### src/rtl/cic_pkg.sv
`default_nettype none
// ============================================================================
//  Module      : cic_pkg
//  Description : Shared CIC constants and data type. The integrator chain and
//                the decimation/comb section both use this package.
//  Revision    : 1.0  initial release
// ============================================================================
package cic_pkg;

   // Datapath width shared by the integrators and the combs
   localparam int CIC_WIDTH = 19;

   // One two's-complement CIC datapath word
   typedef logic signed [CIC_WIDTH-1:0] cic_data_t;

endpackage
`default_nettype wire

### src/rtl/cic_comb_stage.sv
`default_nettype none
// ============================================================================
//  Module      : cic_comb_stage
//  Description : One registered CIC comb, y = x - x[n-M] in decimated samples.
//                The difference wraps modulo 2^WIDTH; CIC arithmetic relies on
//                that wrap, so there is no saturation.
//  Revision    : 1.0  initial release
// ============================================================================
module cic_comb_stage
   import cic_pkg::*;
#(
   parameter int WIDTH = CIC_WIDTH,
   parameter int M     = 1
) (
   input  logic             clk,
   input  logic             rst_n,
   input  logic             in_valid,
   input  logic [WIDTH-1:0] in_data,
   output logic             out_valid,
   output logic [WIDTH-1:0] out_data
);

   // Differential delay line; element M-1 is the oldest decimated sample
   logic [WIDTH-1:0] r_dl [0:M-1];

   // On each decimated sample: take the difference, then shift the delay line
   always_ff @(posedge clk or negedge rst_n) begin
      if (!rst_n) begin
         out_valid <= 1'b0;
         out_data  <= '0;
         for (int i = 0; i < M; i++) begin
            r_dl[i] <= '0;
         end
      end else begin
         out_valid <= in_valid;
         if (in_valid) begin
            out_data <= in_data - r_dl[M-1];
            r_dl[0]  <= in_data;
            for (int i = 1; i < M; i++) begin
               r_dl[i] <= r_dl[i-1];
            end
         end
      end
   end

endmodule
`default_nettype wire

### src/rtl/cic_decim_comb.sv
`default_nettype none
// ============================================================================
//  Module      : cic_decim_comb
//  Description : CIC decimator back end. Keeps one of every R integrator
//                outputs, runs it through N comb stages and presents the
//                truncated result over a valid/ready handshake. The combs never
//                stall; a sample that is not taken in time is overwritten and
//                the sticky overrun flag records it.
//  Revision    : 1.0  initial release
// ============================================================================
module cic_decim_comb
   import cic_pkg::*;
#(
   parameter int WIDTH     = CIC_WIDTH,
   parameter int R         = 8,
   parameter int N         = 3,
   parameter int M         = 1,
   parameter int OUT_WIDTH = 16
) (
   input  logic                 clk,
   input  logic                 rst_n,
   input  logic [WIDTH-1:0]     in_data,
   input  logic                 sync,
   output logic [OUT_WIDTH-1:0] out_data,
   output logic                 out_valid,
   input  logic                 out_ready,
   output logic                 overrun
);

   localparam int                 c_cnt_w    = (R > 1) ? $clog2(R) : 1;
   localparam logic [c_cnt_w-1:0] c_cnt_last = c_cnt_w'(R - 1);

   logic [c_cnt_w-1:0] r_cnt;
   logic               r_v0;
   logic [WIDTH-1:0]   r_s0;
   logic               w_cnt_term;
   logic               w_capture;

   // Stage 0 is the decimated sample, stage N is the last comb output
   logic               w_v [0:N];
   logic [WIDTH-1:0]   w_y [0:N];

   assign w_cnt_term = (r_cnt == c_cnt_last);
   // sync takes priority over the terminal count, so no capture on a sync edge
   assign w_capture  = w_cnt_term && !sync;

   // Decimation phase counter: 0..R-1, restarted by sync
   always_ff @(posedge clk or negedge rst_n) begin
      if (!rst_n) begin
         r_cnt <= '0;
      end else if (sync || w_cnt_term) begin
         r_cnt <= '0;
      end else begin
         r_cnt <= r_cnt + c_cnt_w'(1);
      end
   end

   // Keep one integrator output per decimation period
   always_ff @(posedge clk or negedge rst_n) begin
      if (!rst_n) begin
         r_v0 <= 1'b0;
         r_s0 <= '0;
      end else begin
         r_v0 <= w_capture;
         if (w_capture) begin
            r_s0 <= in_data;
         end
      end
   end

   assign w_v[0] = r_v0;
   assign w_y[0] = r_s0;

   generate
      for (genvar k = 0; k < N; k++) begin : g_comb
         cic_comb_stage #(
            .WIDTH (WIDTH),
            .M     (M)
         ) u_comb (
            .clk       (clk),
            .rst_n     (rst_n),
            .in_valid  (w_v[k]),
            .in_data   (w_y[k]),
            .out_valid (w_v[k+1]),
            .out_data  (w_y[k+1])
         );
      end
   endgenerate

   // Dropped LSBs are intentionally discarded (truncation, no rounding)
   generate
      if (OUT_WIDTH < WIDTH) begin : g_trunc
         logic w_unused_lsbs;
         assign w_unused_lsbs = ^w_y[N][WIDTH-OUT_WIDTH-1:0];
      end
   endgenerate

   // Output holding register: a new comb result always loads; an unread one is lost
   always_ff @(posedge clk or negedge rst_n) begin
      if (!rst_n) begin
         out_data  <= '0;
         out_valid <= 1'b0;
         overrun   <= 1'b0;
      end else if (w_v[N]) begin
         out_data  <= w_y[N][WIDTH-1 -: OUT_WIDTH];
         out_valid <= 1'b1;
         if (out_valid && !out_ready) begin
            overrun <= 1'b1;
         end
      end else if (out_valid && out_ready) begin
         out_valid <= 1'b0;
      end
   end

endmodule
`default_nettype wire

### config.mk
export PLATFORM = sky130hd
export DESIGN_NAME = cic_decim_comb
export DESIGN_NICKNAME = d
export VERILOG_FILES = /design/src/rtl/cic_pkg.sv /design/src/rtl/cic_comb_stage.sv /design/src/rtl/cic_decim_comb.sv
export SDC_FILE = /design/constraint.sdc
export NUM_CORES = 1
export LEC_CHECK = 0
export ABC_AREA = 1
export BUFFER_PORTS_ARGS = -buffer_cell sky130_fd_sc_hd__buf_2
export CORE_MARGIN = 2
export CORE_UTILIZATION = 40
export DETAILED_ROUTE_END_ITERATION = 8
export PLACE_DENSITY_LB_ADDON = 0.3
export SLEW_MARGIN = 40
export SYNTH_ARGS = -nofsm -noshare
export SYNTH_HDL_FRONTEND = slang
export SYNTH_SLANG_ARGS = --single-unit
### constraint.sdc
create_clock -name clk -period 2.1 [get_ports clk]
set_clock_uncertainty 0.2 [all_clocks]
set_input_delay 0.525 -clock clk [delete_from_list [all_inputs] [get_ports clk]]
set_output_delay 0.525 -clock clk [all_outputs]
set_load 0.005 [all_outputs]
# Word-level counts from Yosys, hierarchy flattened

Index checks and enable logic that the tools add are counted.
Widths: inputs -> output; s select.

Add/sub/neg operators: 4
Equality and inequality tests: 1
Muxes and demuxes: 3
Reduce and logical (&&, ||, !) cells: 8

Operator list:

| operator            | count |
|---|---|
| $sub 19x19->19      | 3 |
| $add 3x1->3 const B | 1 |
| $eq 3x3->1 const B  | 1 |
| $logic_and 1x1->1   | 3 |
| $mux 3              | 1 |
| $logic_not 1->1     | 2 |
| $mux 1              | 2 |
| $reduce_and 2->1    | 1 |
| $reduce_bool 2->1   | 1 |
| $logic_or 1x1->1    | 1 |

Flip-flop bits (word level): 158
Input bits: 23

# Longest topological paths before layout

Gate-level depths: netlist of the first run.

Depth after elaboration: 3
Mapped depth: 13
Gate-level depth less buffers: 13

# Cells and area by module

From an unflattened synthesis of the first run, not the netlist that was laid out.

Cell total of the unflattened synthesis: 1,206
Area, all modules: 9,061.2 µm²

By module, submodules not included:

| module                                | instances | cells an instance | area each (µm²) |
|---|---|---|---|
| cic_comb_stage (g_comb[0].u_comb ...) | 2         | 344               | 2,473.6 |
| cic_comb_stage (g_comb[2].u_comb)     | 1         | 344               | 2,489.9 |
| cic_decim_comb                        | 1         | 174               | 1,624.1 |

# Worst setup path before layout of the first run

No wires, ideal clock.

Path type: reg2reg
Start: reg r_s0[0]
End: reg g_comb[0].u_comb.out_data[8]
Setup time: 0.117 ns
Arrival time: 1.694 ns
Data required time: 1.783 ns
Path slack: 0.089 ns
Cell stages (with the launch flop): 12
Path buffers: 0
Period minus slack after synthesis: 2.011 ns
Cell sequence: dfrtp_1 -> inv_1 -> ha_1 -> inv_1 -> fa_1 -> nand2_1 -> nor2_2 -> nor2_2 -> o21ai_4 -> or2_1 -> nand3_1 -> nand2_1

Longest elaborated chain between the ends: 1

Ends and longest elaborated chain:

| what                   | line                 | text |
|---|---|---|
| from (decl)            | cic_decim_comb.sv:35 | `logic [WIDTH-1:0] r_s0;` |
| from (signal assigned) | cic_decim_comb.sv:66 | `r_s0 <= in_data;` |
| $sub 19x19->19         | cic_comb_stage.sv:37 | `out_data <= in_data - r_dl[M-1];` |
| to (signal assigned)   | cic_comb_stage.sv:37 |  |
| to (decl)              | cic_comb_stage.sv:20 | `output logic [WIDTH-1:0] out_data` |

Every way passes these cells.
A chain may end at the register's enable or synchronous reset.

# Worst setup path after layout of the first run

Same ends and word-level chain as after synthesis.

==> impl_metrics.py, run 1 <==
metrics = {
    "power": {
        "p_switching_mw": 4.36,
        "combPwrFrac": 0.393,
        "power.internal_mw": 7.70,
        "seqPwrFrac": 0.318,
        "leakagePower_nw": 5.33,
        "p_per_area_nw_per_um2": 1170,
        "vdd_drop_max_v": 0.000555,
        "swShare": 0.362,
        "clkPwrFrac": 0.289,
    },
    "setup_path": {
        "path_class": "reg2reg",
        "crit_slowest_cell": "fa_2",
        "reg2reg_depth": 11,
        "reg2reg_from": "r_s0[0]",
        "arrival_ns": 2.19,
        "crit_path_start_kind": "flip-flop",
        "crit_start": "r_s0[0]",
        "cp_max_fo": 4,
        "crit_chain": "inv_2 -> ha_4 -> inv_2 -> fa_2 -> nand2_2 -> nor2_2 -> nor2_4 -> o21ai_4 -> or2_1 -> nand3_2 -> nand2_1",
        "worst_ep_required_time_ns": 2.21,
        "cpMostUsedCell": "inv_2",
        "cp-end-kind": "flip-flop",
        "slowest_delay_ns": 0.40,
    },
    "cells_and_area": {
        "fin_nets": 1300,
        "fill_cells": 2226,
        "syn2layout_area_growth_pct": 16.7,
        "seq_area_sq_um": 3880,
        "n_antenna_cell": 0,
        "multi_input_area_sq_um": 4530,
        "final_cells": 1511,
        "layout-drive-gt1-share": 0.132,
    },
    "clocking": {
        "cts_tree": "done",
        "clock_sinks": 155,
        "clk_path_buf_depth": 2,
        "cts_htree_levels": 4,
        "cts_buffers": 17,
        "path_clk_slew_ns": 0.06,
        "cts_root_buffer": "clkbuf_16",
        "worstSkewPairLatency_ns": 0.43,
    },
    "drt": {
        "firstDrtPassIters": 4,
        "first_iter_violations": 339,
        "drc_errors": 0,
        "avgRoutedWirePerCell_microns": 11.7,
        "drt-total-wl_mm": 17.7,
        "viasPerCell": 4.78,
        "num_vias": 7220,
        "ant_nets": 0,
    },
    "die": {
        "initial_utilization": 0.406,
        "rows": 54,
        "die_w_microns": 153,
        "die_area_sq_um": 23300,
        "core_area_sq_um": 21800,
        "ios": 41,
        "die_y_microns": 153,
    },
    "timing": {
        "slew_viol_final": 0,
        "finalCriticalPeriod_ns": 2.08,
        "max_slew_margin": 0.557,
        "final-hold-violation-count": 0,
        "grt_setup_unrepaired": "yes",
        "fin_crit_sh": 0.989,
        "hold_slack_ns": 0.0917,
        "max_freq_ghz": 0.482,
        "timing.setup.tns_ns": 0,
        "setup_viol": 0,
        "layout_setup_ws_ns": 0.0235,
        "worst_pin_slew_ns": 0.663,
    },
    "logic_synthesis": {
        "synth_area_per_cell_sq_um": 7.57,
        "yosysUniqueCellTypes": 35,
        "ys_warn_count": 0,
        "synth_seq_area_share": 0.439,
        "syn_nets": 1246,
        "ys_ff_latch": 155,
        "netlist_instances": 1166,
        "synth_area_sq_um": 8830,
    },
    "global_route": {
        "gr-usage-all-layers": 0.160,
        "antenna_found_initial": 0,
        "grt_start_max_net_pins": 67,
        "grt_pass1_wl_mm": 31.4,
        "grt_overflow": 0,
        "grt_pass1_vias": 7039,
    },
    "placed_design": {
        "gp_congestion": 0.915,
        "post-place-cells": 1476,
        "portBuffers": 40,
        "pre_cts_ws_ns": -0.0386,
        "dp_hpwl_mm": 12.9,
    },
    "min_path": {
        "hold_depth": 3,
        "hp-start": "in_data[3]",
        "holdCritPathClass": "in2reg",
    },
    "status": {
        "status": "finished, final reports clean",
    },
    "run": {
        "cap_violations": 0,
    },
}
logic make-up after synthesis:
family          share of synthesized area
compound gates                     0.0936
flops                               0.439
simple gates                        0.299
buf+inv                            0.0652
xor+xnor                           0.0198
fa+ha+maj                          0.0825
power groups by stage:
stage / Combinational (mW) / Sequential (mW) / Clock [mW]
floorplan: 3.50 / 3.79 / 0
global placement: 4.44 / 3.86 / 0
detailed placement: 4.49 / 3.87 / 0
CTS: 4.55 / 3.83 / 3.57
global route: 5.43 / 3.91 / 3.69
finish: 4.74 / 3.84 / 3.49
flip-flops by register name, indices dropped and copies added (netlist names), 3 cells and up:
register and count:
g_comb.u_comb.r_dl 57, g_comb.u_comb.out_data 54, r_s0 19, out_data 16
g_comb.u_comb.out_valid 3, r_cnt 3
cell usage after synthesis, drive strengths merged:
library cell,number,area (sq um)
nor3,5,25.0
nand3,62,335
clkbuf,24,90.1
clkinv,3,11.3
a21o,5,37.5
nor2,72,293
nand3b,17,140
ha,55,688
fa,2,40.0
xnor2,11,96.3
nor4,2,12.5
nand2,458,1750
o21bai,9,67.6
xor2,9,78.8
o21ai,93,480
dfrtp,155,3880
or2,7,43.8
buf,4,20.0
and2,2,12.5
inv,121,454
a31oi,3,18.8
a21oi,42,221
nand4,5,31.3
metrics by stage:
step           area (sq um)  power [mW]   util
6_report              10300        12.1  0.474
5_1_grt               10300        13.0  0.474
4_1_cts               10100        12.0  0.465
3_5_place_dp           9430        8.37  0.434
3_3_place_gp           9430        8.29  0.434
2_1_floorplan          8830        7.29      -
area by class of cell:
class | count | area share
multi-input cells | 859 | 0.439
flip-flops and latches | 155 | 0.376
clock buffers | 23 | 0.0474
inverters | 124 | 0.0452
repair buffers | 63 | 0.0398
well taps | 280 | 0.0340
clock inverters | 7 | 0.0180
worst max-delay path: cells and delay by family, from the launching register on:
family	cells	cell delay, ns
flops	1	0.37
simple gates	6	0.67
compound gates	1	0.08
buf+inv	2	0.12
fa+ha+maj	2	0.52
final timing paths:
path,endpoint,slack (ns)
hold / removal,r_s0[3],0.09
setup / recovery,g_comb[0].u_comb.out_data[8],0.02
setup reg to reg,g_comb[0].u_comb.out_data[8],0.02
hold reg to reg,r_cnt[0],0.25
min in group asynchronous,g_comb[2].u_comb.r_dl[1],0.28
max in group asynchronous,g_comb[1].u_comb.out_data[12],0.83
layer usage:
metal  global-route usage  routed length (microns)  vias up
li1                     -                        -     3813
met1                0.192                     8200     3292
met2                0.288                     8720       88
met3               0.0282                      424       27
met4               0.0573                      388        0
met5                    0                        0        -
cells in the final DEF (no fill, tap or decap), types with 6 or more instances in the layout:
master | Yosys | routed
buf_2 | 4 | 39
inv_2 | 6 | 10
inv_1 | 115 | 111
clkbuf_16 | 0 | 17
nand2_2 | 12 | 17
nand2_1 | 446 | 441
nor2_1 | 65 | 64
o21ai_1 | 14 | 16
xor2_1 | 9 | 9
o21bai_1 | 9 | 7
buf_4 | 0 | 19
a21oi_1 | 39 | 38
nand3b_1 | 16 | 16
nand3_1 | 57 | 52
bufinv_16 | 0 | 6
ha_1 | 55 | 42
ha_2 | 0 | 8
nor2_2 | 6 | 6
xnor2_1 | 11 | 11
o21ai_0 | 77 | 74
nand3_2 | 5 | 10
dfrtp_1 | 155 | 155
timing repair:
item | in CTS | in global routing
cloned | 0 | 0
hold endpoints to repair | 60 | 0
hold buffers | 1 | 0
buffers inserted | 0 | 4
gates resized for setup | 2 | 40
endpoints found under the setup margin | 5 | 29
pin swaps | 0 | 13
No activity file was read; power rests on OpenSTA's default activity.
==> run 2: changes to the inputs <==
Settings changed: CELL_PAD_IN_SITES_DETAIL_PLACEMENT set to 2, CELL_PAD_IN_SITES_GLOBAL_PLACEMENT set to 2, CORE_MARGIN 2 to not set, CORE_UTILIZATION 40 to 33.
==> run 2 against run 1 <==
Net effect: the flow now finishes with violations (design-rule violations); cell count increased by 4.8%; highest routed layer unchanged; power rose by 5.2%; non-clock buffer count is 16 higher; sequential power up 1%; worst hold slack lost 0.0080 ns; sequential share of layout area down 1.5 points; die area up 18%; utilization down 6.3 points; critical path depth fell by 1; critical path type unchanged; setup slack got worse by 0.020 ns.
==> impl_metrics.py, run 2 (same netlist as run 1, synthesis figures left out) <==
metrics = {
    "min_path": {
        "holdPathEnd": "r_s0[12]",
        "holdCritPathClass": "in2reg",
        "hp-start": "in_data[12]",
        "hold_depth": 3,
    },
    "power": {
        "vdd_drop_max_v": 0.000491,
        "combPwrFrac": 0.444,
        "clkPwrFrac": 0.249,
        "leakagePower_nw": 5.38,
        "p_per_area_nw_per_um2": 1180,
        "seqPwrFrac": 0.307,
        "swShare": 0.401,
        "p_switching_mw": 5.09,
        "power.internal_mw": 7.59,
    },
    "drt": {
        "viasPerCell": 4.95,
        "first_iter_violations": 212,
        "drt-total-wl_mm": 25.4,
        "num_vias": 7839,
        "drc_errors": 10,
        "firstDrtPassIters": 6,
        "avgRoutedWirePerCell_microns": 16.0,
        "ant_nets": 0,
    },
    "placed_design": {
        "dpl-instance-area_sq_um": 9610,
        "gp_congestion": 0.820,
        "dp_hpwl_mm": 18.2,
        "portBuffers": 40,
    },
    "setup_path": {
        "cp-end-kind": "flip-flop",
        "worst_ep_required_time_ns": 2.25,
        "crit_chain": "inv_1 -> ha_2 -> inv_2 -> fa_2 -> nand2_2 -> nand3_2 -> o21ai_4 -> o21ai_4 -> or2_1 -> a31oi_1",
        "regToRegSetupSlack_ns": 0.004,
        "arrival_ns": 2.25,
        "crit_path_start_kind": "flip-flop",
        "reg2reg_from": "g_comb[0].u_comb.out_data[0]",
        "cpMostUsedCell": "o21ai_4",
        "reg2reg_depth": 10,
        "slowest_delay_ns": 0.38,
        "cp_max_fo": 4,
        "crit_slowest_cell": "dfrtp_1",
        "path_class": "reg2reg",
        "reg2reg_to": "g_comb[1].u_comb.out_data[8]",
    },
    "clocking": {
        "path_clk_slew_ns": 0.07,
        "cts_htree_levels": 4,
        "worstSkewPairLatency_ns": 0.44,
        "cts_buffers": 17,
        "cts_root_buffer": "clkbuf_16",
        "clock_sinks": 155,
        "clk_path_buf_depth": 2,
        "cts_tree": "done",
    },
    "status": {
        "violations": "design-rule violations",
        "status": "finished with violations",
    },
    "die": {
        "rows": 59,
        "die_area_sq_um": 27400,
        "die_w_microns": 166,
        "ios": 41,
        "die_y_microns": 166,
        "initial_utilization": 0.338,
        "core_area_sq_um": 26100,
    },
    "cells_and_area": {
        "n_antenna_cell": 0,
        "layout-drive-gt1-share": 0.179,
        "largest_register_ffs": 57,
        "syn2layout_area_growth_pct": 21.7,
        "final_common_cell": "nand2_1",
        "mostFrequentLayoutCells": "437 x nand2_1, 154 x dfrtp_1, 112 x inv_1",
        "regMostFlops": "g_comb.u_comb.r_dl",
        "seq_area_sq_um": 3880,
        "reg_top3": "g_comb.u_comb.r_dl x57, g_comb.u_comb.out_data x54, r_s0 x19",
        "utilization": 0.411,
        "multi_input_area_sq_um": 4850,
        "fill_cells": 3019,
        "final_area_sq_um": 10700,
        "fin_nets": 1316,
    },
    "global_route": {
        "antenna_found_initial": 0,
        "grt_start_max_net_pins": 51,
        "grt_pass1_wl_mm": 41.2,
        "grt_pass1_vias": 8667,
        "gr-usage-all-layers": 0.191,
        "grt_overflow": 0,
    },
    "timing": {
        "setup_viol": 0,
        "finalCriticalPeriod_ns": 2.10,
        "slew_viol_final": 0,
        "worst_pin_slew_ns": 0.687,
        "max_freq_ghz": 0.477,
        "grt_setup_unrepaired": "yes",
        "fin_crit_sh": 0.998,
        "final-hold-violation-count": 0,
        "max_slew_margin": 0.541,
    },
    "run": {
        "cap_violations": 0,
    },
}
## run 2: cell type report
type                       count  area share
clock buffer                  19      0.0412
clock inverter                12      0.0139
inverter                     124      0.0433
multi-input combinational    859       0.452
sequential                   155       0.361
tap                          335      0.0390
timing repair buffer          79      0.0494
## run 2: per-layer routing
layer | part of all wire | GRT usage | up-vias
li1 | - | - | 3832
met1 | 0.41 | 0.207 | 3876
met2 | 0.55 | 0.371 | 92
met3 | 0.020 | 0.0340 | 39
met4 | 0.021 | 0.0554 | 0
met5 | 0 | 0 | -
## run 2: how the worst max path moves through the flow
stage | start | cells past startpoint | slack, ns | end
after floorplan | r_s0[0] | 11 | 0.09 | g_comb[0].u_comb.out_data[8]
after global placement | g_comb[0].u_comb.out_data[0] | 12 | 0.007 | g_comb[1].u_comb.out_data[16]
after detailed placement | g_comb[0].u_comb.out_data[0] | 10 | -0.08 | g_comb[1].u_comb.out_data[8]
after CTS | g_comb[0].u_comb.out_data[2] | 10 | 0.006 | g_comb[1].u_comb.out_data[15]
after global routing | g_comb[0].u_comb.out_data[0] | 10 | -0.08 | g_comb[1].u_comb.out_data[8]
final | g_comb[0].u_comb.out_data[0] | 10 | 0.004 | g_comb[1].u_comb.out_data[8]
## run 2: power by group through the flow
stage	logic (mW)	clock network (mW)	registers [mW]
2_1_floorplan	3.50	0	3.79
3_3_place_gp	4.73	0	3.86
3_5_place_dp	4.95	0	3.89
4_1_cts	5.07	3.23	3.85
5_1_grt	6.33	3.34	3.97
6_report	5.63	3.16	3.89
## run 2: worst max-delay path: cells and delay by family, from the launching register on
| kind | cells | cell delay (ns) |
|---|---|---|
| simple gates | 3 | 0.40 |
| buf+inv | 2 | 0.13 |
| fa+ha+maj | 2 | 0.57 |
| compound gates | 3 | 0.33 |
| flops | 1 | 0.38 |
## run 2: what timing repair did
item                                   4_1_cts  5_1_grt
pin swaps                                    1       17
endpoints found under the hold margin       23        0
setup buffers                                0        6
hold buffers                                 1        0
setup endpoints to repair                   14       35
gates resized for setup                      6       95
## run 2: stage by stage
stage                     total power, mW  TNS, ns  hold WS (ns)  setup slack [ns]  std cells
final                                12.7        0        0.0836           0.00381       1583
after detailed placement             8.85   -0.282         0.172           -0.0794       1545
after CTS                            12.2        0        0.0692           0.00551       1577
after global placement               8.59        0         0.171           0.00716       1545
after floorplan                      7.29        0        0.0294            0.0886       1166
after global routing                 13.6   -0.561        0.0790           -0.0774       1583
